===== src/rtl/serial_wire_rx_if.sv =====
// Parallel output side of the serial receiver: one word with a valid/ready handshake.
// The receiver drives data/valid through the master modport; the consumer returns ready.
interface serial_wire_rx_if #(
    parameter int DATA_W = 8
);
    logic [DATA_W-1:0] out_data;
    logic              out_valid;
    logic              out_ready;

    modport master (
        output out_data,
        output out_valid,
        input  out_ready
    );

    modport slave (
        input  out_data,
        input  out_valid,
        output out_ready
    );
endinterface


===== src/rtl/serial_wire_rx.sv =====
// Serial wire receiver: synchronises an idle-high line and deframes start/data/stop words.
// Completed words land in a one-entry output buffer; bad stop bits and drops are pulsed.
module serial_wire_rx #(
    parameter int DATA_W       = 8,
    parameter int CLKS_PER_BIT = 4
) (
    input  logic             clk,
    input  logic             rst,
    input  logic             in_i,
    serial_wire_rx_if.master out_if,
    output logic             frame_err_o,
    output logic             overrun_o
);
    localparam int CNT_W = $clog2(CLKS_PER_BIT);
    localparam int IDX_W = (DATA_W > 1) ? $clog2(DATA_W) : 1;
    localparam logic [CNT_W-1:0] CNT_HALF = CNT_W'(CLKS_PER_BIT / 2 - 1);
    localparam logic [CNT_W-1:0] CNT_LAST = CNT_W'(CLKS_PER_BIT - 1);
    localparam logic [IDX_W-1:0] IDX_LAST = IDX_W'(DATA_W - 1);

    typedef enum logic [2:0] {
        S_IDLE,
        S_START,
        S_DATA,
        S_STOP,
        S_BREAK
    } state_t;

    state_t            state_q, state_d;
    logic [1:0]        sync_q;
    logic [CNT_W-1:0]  cnt_q, cnt_d;
    logic [IDX_W-1:0]  idx_q, idx_d;
    logic [DATA_W-1:0] shift_q, shift_d;
    logic [DATA_W-1:0] data_q, data_d;
    logic              valid_q, valid_d;
    logic              ferr_q, ferr_d;
    logic              ovr_q, ovr_d;
    logic              line;
    logic              frame_done;
    logic              frame_bad;

    assign line = sync_q[1];

    always_ff @(posedge clk or posedge rst) begin
        if (rst) begin
            sync_q  <= 2'b11;
            state_q <= S_IDLE;
            cnt_q   <= '0;
            idx_q   <= '0;
            shift_q <= '0;
            data_q  <= '0;
            valid_q <= 1'b0;
            ferr_q  <= 1'b0;
            ovr_q   <= 1'b0;
        end else begin
            sync_q  <= {sync_q[0], in_i};
            state_q <= state_d;
            cnt_q   <= cnt_d;
            idx_q   <= idx_d;
            shift_q <= shift_d;
            data_q  <= data_d;
            valid_q <= valid_d;
            ferr_q  <= ferr_d;
            ovr_q   <= ovr_d;
        end
    end

    // Frame sequencer: the counter free-runs inside a bit and restarts at every sample point.
    always_comb begin
        state_d    = state_q;
        cnt_d      = cnt_q + CNT_W'(1);
        idx_d      = idx_q;
        shift_d    = shift_q;
        frame_done = 1'b0;
        frame_bad  = 1'b0;
        case (state_q)
            S_IDLE: begin
                cnt_d = '0;
                idx_d = '0;
                if (!line) state_d = S_START;
            end
            S_START: begin
                if (cnt_q == CNT_HALF) begin
                    cnt_d   = '0;
                    state_d = line ? S_IDLE : S_DATA;
                end
            end
            S_DATA: begin
                if (cnt_q == CNT_LAST) begin
                    cnt_d          = '0;
                    shift_d[idx_q] = line;
                    if (idx_q == IDX_LAST) begin
                        idx_d   = '0;
                        state_d = S_STOP;
                    end else begin
                        idx_d = idx_q + IDX_W'(1);
                    end
                end
            end
            S_STOP: begin
                if (cnt_q == CNT_LAST) begin
                    cnt_d = '0;
                    if (line) begin
                        frame_done = 1'b1;
                        state_d    = S_IDLE;
                    end else begin
                        frame_bad = 1'b1;
                        state_d   = S_BREAK;
                    end
                end
            end
            S_BREAK: begin
                cnt_d = '0;
                if (line) state_d = S_IDLE;
            end
            default: begin
                cnt_d   = '0;
                state_d = S_IDLE;
            end
        endcase
    end

    // A word completing while the consumer drains the buffer replaces it without a gap.
    always_comb begin
        valid_d = valid_q;
        data_d  = data_q;
        ovr_d   = 1'b0;
        ferr_d  = frame_bad;
        if (valid_q && out_if.out_ready) valid_d = 1'b0;
        if (frame_done) begin
            if (!valid_q || out_if.out_ready) begin
                valid_d = 1'b1;
                data_d  = shift_q;
            end else begin
                ovr_d = 1'b1;
            end
        end
    end

    assign out_if.out_data  = data_q;
    assign out_if.out_valid = valid_q;
    assign frame_err_o      = ferr_q;
    assign overrun_o        = ovr_q;
endmodule

===== src/flat_wrapper.sv =====
// flat-port wrapper written by rule: the top's interface ports become plain ports
module serial_wire_rx_flat 
#(
    parameter int DATA_W       = 8,
    parameter int CLKS_PER_BIT = 4
)
  (clk, rst, in_i, frame_err_o, overrun_o, out_if_out_data, out_if_out_valid, out_if_out_ready);
  serial_wire_rx_if #(.DATA_W(DATA_W)) out_if_i ();
  input  logic clk;
  input  logic rst;
  input  logic in_i;
  output logic frame_err_o;
  output logic overrun_o;
  output wire logic [$bits(out_if_i.out_data)-1:0] out_if_out_data;
  output wire logic [$bits(out_if_i.out_valid)-1:0] out_if_out_valid;
  input wire logic [$bits(out_if_i.out_ready)-1:0] out_if_out_ready;
  assign out_if_out_data = out_if_i.out_data;
  assign out_if_out_valid = out_if_i.out_valid;
  assign out_if_i.out_ready = out_if_out_ready;
  serial_wire_rx #(.DATA_W(DATA_W), .CLKS_PER_BIT(CLKS_PER_BIT)) u_core (.clk(clk), .rst(rst), .in_i(in_i), .out_if(out_if_i), .frame_err_o(frame_err_o), .overrun_o(overrun_o));
endmodule

===== config.mk =====
export PLATFORM = sky130hd
export DESIGN_NAME = serial_wire_rx_flat
export DESIGN_NICKNAME = d
export VERILOG_FILES = /design/src/rtl/serial_wire_rx_if.sv /design/src/rtl/serial_wire_rx.sv /design/src/flat_wrapper.sv
export SDC_FILE = /design/constraint.sdc
export NUM_CORES = 1
export LEC_CHECK = 0
export ABC_AREA = 0
export CORE_AREA = 2 2 48 61
export DETAILED_ROUTE_END_ITERATION = 8
export DIE_AREA = 0 0 50 63
export GPL_ROUTABILITY_DRIVEN = 0
export GPL_TIMING_DRIVEN = 0
export PLACE_DENSITY = 0.75
export SETUP_SLACK_MARGIN = 0.02
export SLEW_MARGIN = 20
export SYNTH_ARGS = -nofsm -noshare
export SYNTH_HDL_FRONTEND = slang
export SYNTH_SLANG_ARGS = --single-unit

===== constraint.sdc =====
create_clock -name clk -period 2 [get_ports clk]
set_input_delay 0.6 -clock clk [delete_from_list [all_inputs] [get_ports clk]]
set_output_delay 0.6 -clock clk [all_outputs]
set_load 0.02 [all_outputs]

==> results.md, run 1 <==
- Status: completed
- Root Driver: clkbuf_4
- Setup ws final: about 0.11 ns
- CTS Buffer Depth: 2
- All-Layer GR Usage: about 18%
- Slew headroom: 60.40%
- Final Skew: around 0.005 ns
- DRT Wirelength: between 2 and 2.5 mm
- R2R depth: 5
- Sequential power share: 49.6%
- Detailed Route Iter0 Violations: 22
- Cell depth of the worst hold path: 0
- Share of cells above drive strength 1: 23.85%
- Required @ worst endpoint: between 1 and 1.5 ns
- CP Cell Sequence: clkdlybuf4s50_1
- Sw Share: 32.41%
- Worst IR drop on VDD: 686.7 uV
- Postcts setup bufs: 0
- Worst path max stage delay: between 0.6 and 0.7 ns
- Max Clock Freq: between 0.5 and 0.6 GHz
- Syn Nets: between 100 and 150
- Core box area: ~0.0026 sq mm
- Seq/Total Area, Yosys: 54.09%
- CTS tree: yes
- Worst Setup Start Kind: flop
- Gate Count Post-Synth: between 100 and 150
- WS Path Type: reg2out
- Hold_buf cts: 0
- Routed vias: 899
- First-pass GRT wire length: roughly 4 mm
- Netlist cell types: 33
- Synthesis-stage register bit count: 29
- Hold_sp: u_core.sync_q[0]
- Met2 Use GR: a little under a third
- Initial antenna violation count: 0
- WP buf/inv: 1
- Crit path max-delay cell type: clkdlybuf4s50_1
- ANT nets after route: 0
- Busiest metal layer after global routing: met2
- Reg2reg end: u_core.shift_q[2]
- Layout Nets: around 140
- PD cells: a little over 900 mW/mm^2
- Chip Width: 50 um
- Ys Warns: 0
- Max Cap Violations: 0
- Layout area overhead: 17.19%
- Top-Level Pins: 15
- Vias per cell: approximately 5.5
- Vias in the first global route: roughly 960
- Flop-to-flop setup slack: about 0.32 ns
- Commonest non-fill, non-tap cells in the layout: 27 x dfrtp_1, 14 x clkdlybuf4s50_1, 11 x mux2_2
- Num rows: 21
- CTS clk-pin slew, worst paths: approximately 0.080 ns
- Area of the multi-input gates: ~570 sq um
- Post-layout power: about 1.5 mW
- Net Sw Power: between 0.4 and 0.5 mW
- Placed cell area: 0.001529 sq mm
- CTS-repair resized insts: 0
- Clock buffer count from CTS: 5
- Met3 Use GR: around 6.5%
- CP arrival: 1.29 ns
- FILL cells: 202
- IO Port Bufs: 14
- Starting Density: about 52%
- Sequential cell area: ~730 sq um
- Clk sinks: 29
- Fin util: between 60% and 70%
- Crit. End Element: output pin
- Setup-failing EPs final: 0
- Internal power: approximately 0.99 mW
- Worst-Skew Late Latency: 0.32 ns
- Worst hold slack: ~0.36 ns
- Setup slack at placement: a little under 0.04 ns
- Total die area: 0.003150 sq mm
- Fin cells: 164
- H-tree depth: 2
- Worst path top cell family by delay: buffers and inverters
- M1 GR Usage: 17.45%
- Die height: roughly 63 um
- Final Hold Vio Count: 0
- Gr ovfl total: 0
- RSZ-0062 raised after global routing: false
- DP HPWL: about 1.6 mm
- Final worst-path cycle share: 94.51%
- Critical path fanouts, max: 2
- Hold EP: u_core.sync_q[1]
- Pleak: 0.7421 nW
- Placed insts: about 160
- Clock power share: between 20 and 25%
- Detailed-route wire length per cell: roughly 13 um
- Mapped Area: 0.001346 sq mm
- Worst R2R Start: u_core.cnt_q[0]
- DR DRC count: 0
- Synth Area per Inst: roughly 12 sq um
- Setup Total Neg Slack: 0 ns
- Max-slew violation count: 0
- Worst slew pin tran: ~0.6 ns
- Antenna cells: 0
- Finished layout cell area: approximately 0.0016 sq mm
- Largest net degree at the start of global routing: 30
- Commonest non-fill, non-tap cell in the layout: dfrtp_1
- Minimum clock period: between 1.5 and 2 ns
- First-pass DRT Iterations: 4
- Combinational share of power: 28.3%
- Hold Crit Class: reg2reg
==> metal layers <==
metal	part of all wire, %	up-vias
li1	-	422
met1	41	456
met2	52	16
met3	3.4	5
met4	3.3	0
met5	0	-
==> synth_stat cells <==
cell type,n,share of area (%)
ha_1,6,5.6
a21oi_1,2,0.74
nor3_2,1,0.74
a211oi_1,1,0.56
a31oi_1,1,0.46
nor2_1,8,2.2
buf_2,1,0.37
buf_4,2,1.1
o31ai_1,2,1.1
nor4b_1,1,0.65
mux2i_1,1,0.74
mux2_1,4,3.3
or3_1,1,0.46
dfrtp_1,27,50
clkbuf_1,1,0.28
nand3_2,1,0.74
nand3b_1,1,0.56
nand3_1,1,0.37
nand2b_1,1,0.46
nor3_1,5,1.9
nand2b_4,1,1.0
inv_1,6,1.7
nand2_1,6,1.7
nor3b_2,4,3.7
dfstp_2,2,3.9
mux2_2,11,9.2
nand2_4,1,0.84
o22a_1,1,0.65
o21ai_0,4,1.5
a22o_1,1,0.65
a41oi_1,1,0.65
and4bb_4,1,1.2
a32o_1,1,0.74
==> flip-flops by register name, indices dropped and copies added, names as in the netlist <==
register and cells:
u_core.out_if.out_valid 1, u_core.frame_err_o 1, u_core.state_q 3, u_core.shift_q 8, u_core.out_if.out_data 8, u_core.overrun_o 1, u_core.sync_q 2, u_core.idx_q 3
u_core.cnt_q 2
==> worst max-delay path by stage <==
stage,cells past startpoint,endpoint,from
after detailed placement,2,u_core.out_if.out_data[1],rst
after global placement,4,u_core.out_if.out_data[0],out_if_out_ready
after global routing,1,out_if_out_valid,u_core.out_if.out_valid
after floorplan,5,u_core.shift_q[5],u_core.cnt_q[0]
after CTS,1,out_if_out_valid,u_core.out_if.out_valid
final,1,out_if_out_valid,u_core.out_if.out_valid
==> layout make-up <==
type                            count  area share, %
Inverter                            6          1.427
Clock buffer                        8          3.093
Tap cell                           34          2.696
Buffer                              4          1.507
Sequential cell                    29          46.15
Multi-Input combinational cell     69          36.24
Timing Repair Buffer               14          8.882
==> worst register-to-register path, delay by kind of cell (launching register included) <==
family,cells,cell delay (ns)
DFF,1,0.43
and+or+nand+nor,3,0.59
muxes,1,0.33
adders and majority gates,1,0.22
==> cells by family after synthesis <==
kind of cell             Yosys count  synth area share, %
buffers and inverters             10                3.438
AO/OA/AOI/OAI                     14                7.064
AND/OR/NAND/NOR                   33                16.54
adder cells (fa/ha/maj)            6                5.576
flip-flops                        29                54.09
multiplexers                      16                13.29
==> power by group through the flow <==
stage               combinational [mW]  clock [mW]  sequential (mW)
floorplan                        0.313           0            0.738
global placement                 0.392           0            0.734
detailed placement               0.417           0            0.742
CTS                              0.418       0.346            0.730
global route                     0.464       0.374            0.742
finish                           0.416       0.326            0.729
Power figures use the tool's default switching activity.
==> run 2: changes to the inputs <==
--- a/config.mk
+++ b/config.mk
@@ -10,7 +10,7 @@
 export DETAILED_ROUTE_END_ITERATION = 8
 export DIE_AREA = 0 0 50 63
 export GPL_ROUTABILITY_DRIVEN = 0
-export GPL_TIMING_DRIVEN = 0
+export GPL_TIMING_DRIVEN = 1
 export PLACE_DENSITY = 0.75
 export SETUP_SLACK_MARGIN = 0.02
 export SLEW_MARGIN = 20
==> run 2 against run 1 <==
Against the previous run:
- global-route usage fell by 1.0 points
- maximum frequency rose by 1.3%
- first-iteration DRC count fell by 68%
- cell area rose by 0.63%
- sequential share of layout area fell by 0.29 points
- cell count fell by 1.8%
- worst setup slack improved by 0.025 ns
- die area did not move
- critical path type unchanged
- critical endpoint is now out_if_out_data[0]
==> results.md, run 2 (synthesis gave the netlist of run 1 again) <==
- Detailed-route wire length per cell: 13.42 um (+0.15%)
- Max Cap Violations: 0 (unchanged)
- Chip Width: 50 um (unchanged)
- CTS tree: yes
- CTS clk-pin slew, worst paths: 0.08 ns (about the same)
- WS Path Type: reg2out
- Finished layout cell area: 0.001588 sq mm (+0.63%)
- Setup crit end: out_if_out_data[0]
- Initial antenna violation count: 0 (unchanged)
- Worst path top cell family by delay: buffers and inverters
- Antenna cells: 0 (unchanged)
- Commonest non-fill, non-tap cells in the layout: 27 x dfrtp_1, 14 x clkdlybuf4s50_1, 11 x mux2_2
- Share of cells above drive strength 1: 23.62% (-0.22 points)
- Worst R2R Start: u_core.cnt_q[0]
- Num rows: 21 (unchanged)
- CTS Buffer Depth: 2 (unchanged)
- Worst path max stage delay: 0.60 ns (about the same)
- Worst slew pin tran: 0.4933 ns (-0.09986 ns)
- Post-layout power: 1.462 mW (-0.54%)
- DRT Wirelength: 2.160 mm (-1.7%)
- Max Clock Freq: 0.5360 GHz (+1.3%)
- Largest net degree at the start of global routing: 20 (-33%)
- Vias in the first global route: 877 (-8.4%)
- Clock buffer count from CTS: 5 (unchanged)
- WP buf/inv: 1 (unchanged)
- Gr ovfl total: 0 (unchanged)
- Minimum clock period: 1.866 ns (-0.02457 ns)
- CTS-repair resized insts: 0 (unchanged)
- CP Cell Sequence: clkdlybuf4s50_1
- Core box area: 0.002601 sq mm (unchanged)
- Worst setup startpoint: u_core.out_if.out_data[0]
- All-Layer GR Usage: 16.90% (-1.0 points)
- IO Port Bufs: 14 (unchanged)
- Final Hold Vio Count: 0 (unchanged)
- CP arrival: 1.27 ns (-0.02 ns)
- Flop-to-flop setup slack: 0.30 ns (-0.02 ns)
- DP HPWL: 1.585 mm (+1.4%)
- Setup Total Neg Slack: 0 ns (unchanged)
- Final worst-path cycle share: 93.28% (-1.2 points)
- Detailed Route Iter0 Violations: 7 (-68%)
- Starting Density: 51.76% (unchanged)
- Routed vias: 836 (-7.0%)
- Status: completed
- RSZ-0062 raised after global routing: false
- Slew headroom: 67.08% (+6.7 points)
- Crit. End Element: output pin
- Commonest non-fill, non-tap cell in the layout: dfrtp_1
- Critical path fanouts, max: 2 (unchanged)
- First-pass DRT Iterations: 4 (unchanged)
- Reg2reg end: u_core.out_if.out_data[6]
- Postcts setup bufs: 0 (unchanged)
- Hold_sp: u_core.sync_q[0]
- Worst IR drop on VDD: 602.3 uV (-12%)
- Pleak: 0.7474 nW (+0.71%)
- Max-slew violation count: 0 (unchanged)
- Die height: 63 um (unchanged)
- DR DRC count: 0 (unchanged)
- First-pass GRT wire length: 3.877 mm (-4.3%)
- Top-Level Pins: 15 (unchanged)
- Final Skew: 0.006196 ns (+0.001210 ns)
- Vias per cell: 5.193 (-5.3%)
- Root Driver: clkbuf_4
- Layout area overhead: 17.94%
- Layout Nets: 137 (-1.4%)
- Hold_buf cts: 0 (unchanged)
- R2R depth: 5 (unchanged)
- Worst-Skew Late Latency: 0.32 ns (about the same)
- Worst Setup Start Kind: flop
- ANT nets after route: 0 (unchanged)
- PD cells: 921.1 mW/mm^2 (-1.2%)
- Total die area: 0.003150 sq mm (unchanged)
- Placed cell area: 0.001533 sq mm (+0.25%)
- Crit path max-delay cell type: clkdlybuf4s50_1
- Setup-failing EPs final: 0 (unchanged)
- Required @ worst endpoint: 1.40 ns (about the same)
- Number of stages on the worst setup path: 1 (unchanged)
- H-tree depth: 2 (unchanged)
- Hold Crit Class: reg2reg
- Clk sinks: 29 (unchanged)
-- run 2: cell types whose count changed in the layout (fill, tap and decap cells not counted) --
cell and change:
buf_4 -1, inv_1 +1, inv_2 -1, clkbuf_8 +1, buf_2 -1, clkbuf_1 -3, buf_12 +1
-- run 2: metal layers --
metal	GRT usage, %	routed length, um	share of wire, %	vias to the layer above
li1	-	-	-	414
met3	6.459	78	3.6	7
met1	19.15	928	43	402
met5	0	0	0	-
met4	10.42	64	3.0	0
met2	26.32	1088	50	13
-- run 2: worst min-delay path by stage --
stage / end / slack [ns] / cells after the start
2_1_floorplan: u_core.sync_q[1] / 0.35 / 0
3_3_place_gp: u_core.sync_q[1] / 0.35 / 0
3_5_place_dp: u_core.sync_q[1] / 0.35 / 0
4_1_cts: u_core.sync_q[1] / 0.36 / 0
5_1_grt: u_core.sync_q[1] / 0.37 / 0
6_report: u_core.sync_q[1] / 0.36 / 0
-- run 2: stage by stage --
step | hold slack (ns) | setup slack (ns) | util, % | instances
after floorplan | 0.3452 | 0.4425 | - | 108
after global placement | 0.3457 | 0.1464 | 58.92 | 154
after detailed placement | 0.3469 | 0.1039 | 58.92 | 154
after CTS | 0.3592 | 0.1076 | 61.04 | 161
after global routing | 0.3705 | 0.05827 | 61.04 | 161
final | 0.3583 | 0.1344 | 61.04 | 161
-- run 2: layout make-up --
class | instances | area [sq um]
clock buffer | 7 | 55.05
inverter | 6 | 22.52
timing repair buffer | 16 | 167.7
fill | 202 | 1013
multi-input combinational | 69 | 571.8
tap | 34 | 42.54
sequential | 29 | 728.2
-- run 2: where the power goes --
group	leakage, nW	switching, mW	internal (mW)
Sequential	0.390	0.0934	0.662
Clock	0.0314	0.177	0.166
Combinational	0.326	0.188	0.176
==> run 3: changes to the inputs <==
--- a/config.mk
+++ b/config.mk
@@ -11,6 +11,7 @@
 export DIE_AREA = 0 0 50 63
 export GPL_ROUTABILITY_DRIVEN = 0
 export GPL_TIMING_DRIVEN = 1
+export MAX_ROUTING_LAYER = met4
 export PLACE_DENSITY = 0.75
 export SETUP_SLACK_MARGIN = 0.02
 export SLEW_MARGIN = 20
==> run 3 against run 2 <==
Against the previous run:
- worst setup slack barely moved
- via count did not move
- maximum frequency barely moved
- count of clock-buffer cells in the layout did not move
- cell count did not move
- total power barely moved
- die area did not move
- routed wire length did not move
- critical path type unchanged
- highest routed layer unchanged
==> results.md, run 3 (synthesis gave the netlist of run 1 again) <==
- Status: completed
- Crit path max-delay cell type: clkdlybuf4s50_1
- WS Path Type: reg2out
- Worst IR drop on VDD: 602.3 uV (about the same)
- Root Driver: clkbuf_4
- CP Cell Sequence: clkdlybuf4s50_1
- CP arrival: 1.27 ns (about the same)
- Share of cells above drive strength 1: 23.62% (unchanged)
- Vias per cell: 5.193 (unchanged)
- Detailed-route wire length per cell: 13.42 um (unchanged)
- CTS clk-pin slew, worst paths: 0.08 ns (about the same)
- Chip Width: 50 um (unchanged)
- Commonest non-fill, non-tap cell in the layout: dfrtp_1
- Layout Nets: 137 (unchanged)
- Fin cells: 161 (unchanged)
- Vias in the first global route: 878 (+0.11%)
- Antenna cells: 0 (unchanged)
- CTS tree: yes
- Crit. End Element: output pin
- Worst path max stage delay: 0.60 ns (about the same)
- Postcts setup bufs: 0 (unchanged)
- Critical path fanouts, max: 2 (unchanged)
- Starting Density: 51.76% (unchanged)
- IO Port Bufs: 14 (unchanged)
- Layout area overhead: 17.94% (unchanged)
- Worst-Skew Late Latency: 0.32 ns (about the same)
- Die height: 63 um (unchanged)
- First-pass GRT wire length: 3.870 mm (-0.18%)
- Worst slew pin tran: 0.4933 ns (+0.000001907 ns)
- Worst hold slack: 0.3583 ns (unchanged)
- DR DRC count: 0 (unchanged)
- CTS-repair resized insts: 0 (unchanged)
- Clock buffer count from CTS: 5 (unchanged)
- Worst Setup Start Kind: flop
- Max Clock Freq: 0.5360 GHz (about the same)
- Initial antenna violation count: 0 (unchanged)
- Core box area: 0.002601 sq mm (unchanged)
- Final Skew: 0.006195 ns (-0.0000004700 ns)
- H-tree depth: 2 (unchanged)
- Commonest non-fill, non-tap cells in the layout: 27 x dfrtp_1, 14 x clkdlybuf4s50_1, 11 x mux2_2
- Minimum clock period: 1.866 ns (+0.0001500 ns)
- Max Cap Violations: 0 (unchanged)
- Total die area: 0.003150 sq mm (unchanged)
- Detailed Route Iter0 Violations: 7 (unchanged)
- Gr ovfl total: 0 (unchanged)
- Hold Crit Class: reg2reg
- Required @ worst endpoint: 1.40 ns (about the same)
- Slew headroom: 67.08% (about the same)
- Largest net degree at the start of global routing: 20 (unchanged)
- Pleak: 0.7474 nW (unchanged)
- DP HPWL: 1.585 mm (unchanged)
- Routed vias: 836 (unchanged)
- Num rows: 21 (unchanged)
- Final worst-path cycle share: 93.29% (about the same)
- WP buf/inv: 1 (unchanged)
- RSZ-0062 raised after global routing: false
- DRT Wirelength: 2.160 mm (unchanged)
- Setup Total Neg Slack: 0 ns (unchanged)
- PD cells: 921.1 mW/mm^2 (about the same)
- Hold_buf cts: 0 (unchanged)
- First-pass DRT Iterations: 4 (unchanged)
- Placed insts: 154 (unchanged)
- Final Hold Vio Count: 0 (unchanged)
- Setup-failing EPs final: 0 (unchanged)
- Max-slew violation count: 0 (unchanged)
- CTS Buffer Depth: 2 (unchanged)
- Clk sinks: 29 (unchanged)
- Top-Level Pins: 15 (unchanged)
- All-Layer GR Usage: 17.37% (+0.47 points)
- Worst path top cell family by delay: buffers and inverters
- ANT nets after route: 0 (unchanged)
==> run 3: cell counts in the layout (fill, tap and decap cells not counted) <==
Identical to the previous run, type by type.
==> run 3: metal layers <==
layer	wire [um]	track usage [%]	up-vias
li1	-	-	414
met1	928	19.15	402
met2	1088	26.32	13
met3	79	6.459	7
met4	63	10.42	0
met5	0	-	-
==> run 3: area by class of cell <==
class                   count  area (sq um)
clock buffers               7         55.05
fillers                   202          1013
inverters                   6         22.52
multi-input cells          69         571.8
flip-flops and latches     29         728.2
well taps                  34         42.54
repair buffers             16         167.7
==> run 3: where the power goes <==
group	leakage (nW)	total (mW)	switching (mW)	internal, mW
logic	0.326	0.364	0.188	0.176
registers	0.390	0.755	0.0934	0.662
clock network	0.0314	0.343	0.178	0.166
==> run 3: path summary, 6_finish.rpt <==
| check | start | end | slack, ns | cells after the start |
|---|---|---|---|---|
| hold reg to reg | u_core.sync_q[0] | u_core.sync_q[1] | 0.36 | 0 |
| min in group asynchronous | rst | u_core.out_if.out_valid | 0.60 | 2 |
| hold / removal | u_core.sync_q[0] | u_core.sync_q[1] | 0.36 | 0 |
| setup / recovery | u_core.out_if.out_data[0] | out_if_out_data[0] | 0.13 | 1 |
| max in group asynchronous | rst | u_core.out_if.out_data[7] | 0.94 | 3 |
| setup reg to reg | u_core.cnt_q[0] | u_core.out_if.out_data[6] | 0.30 | 5 |
==> run 3: through the flow <==
| step | cell area [sq um] | setup slack (ns) | total power [mW] | utilization, % |
|---|---|---|---|---|
| after floorplan | 1346 | 0.4425 | 1.051 | - |
| after global placement | 1533 | 0.1464 | 1.109 | 58.92 |
| after detailed placement | 1533 | 0.1039 | 1.132 | 58.92 |
| after CTS | 1588 | 0.1076 | 1.480 | 61.04 |
| after global routing | 1588 | 0.05827 | 1.570 | 61.04 |
| final | 1588 | 0.1342 | 1.463 | 61.04 |
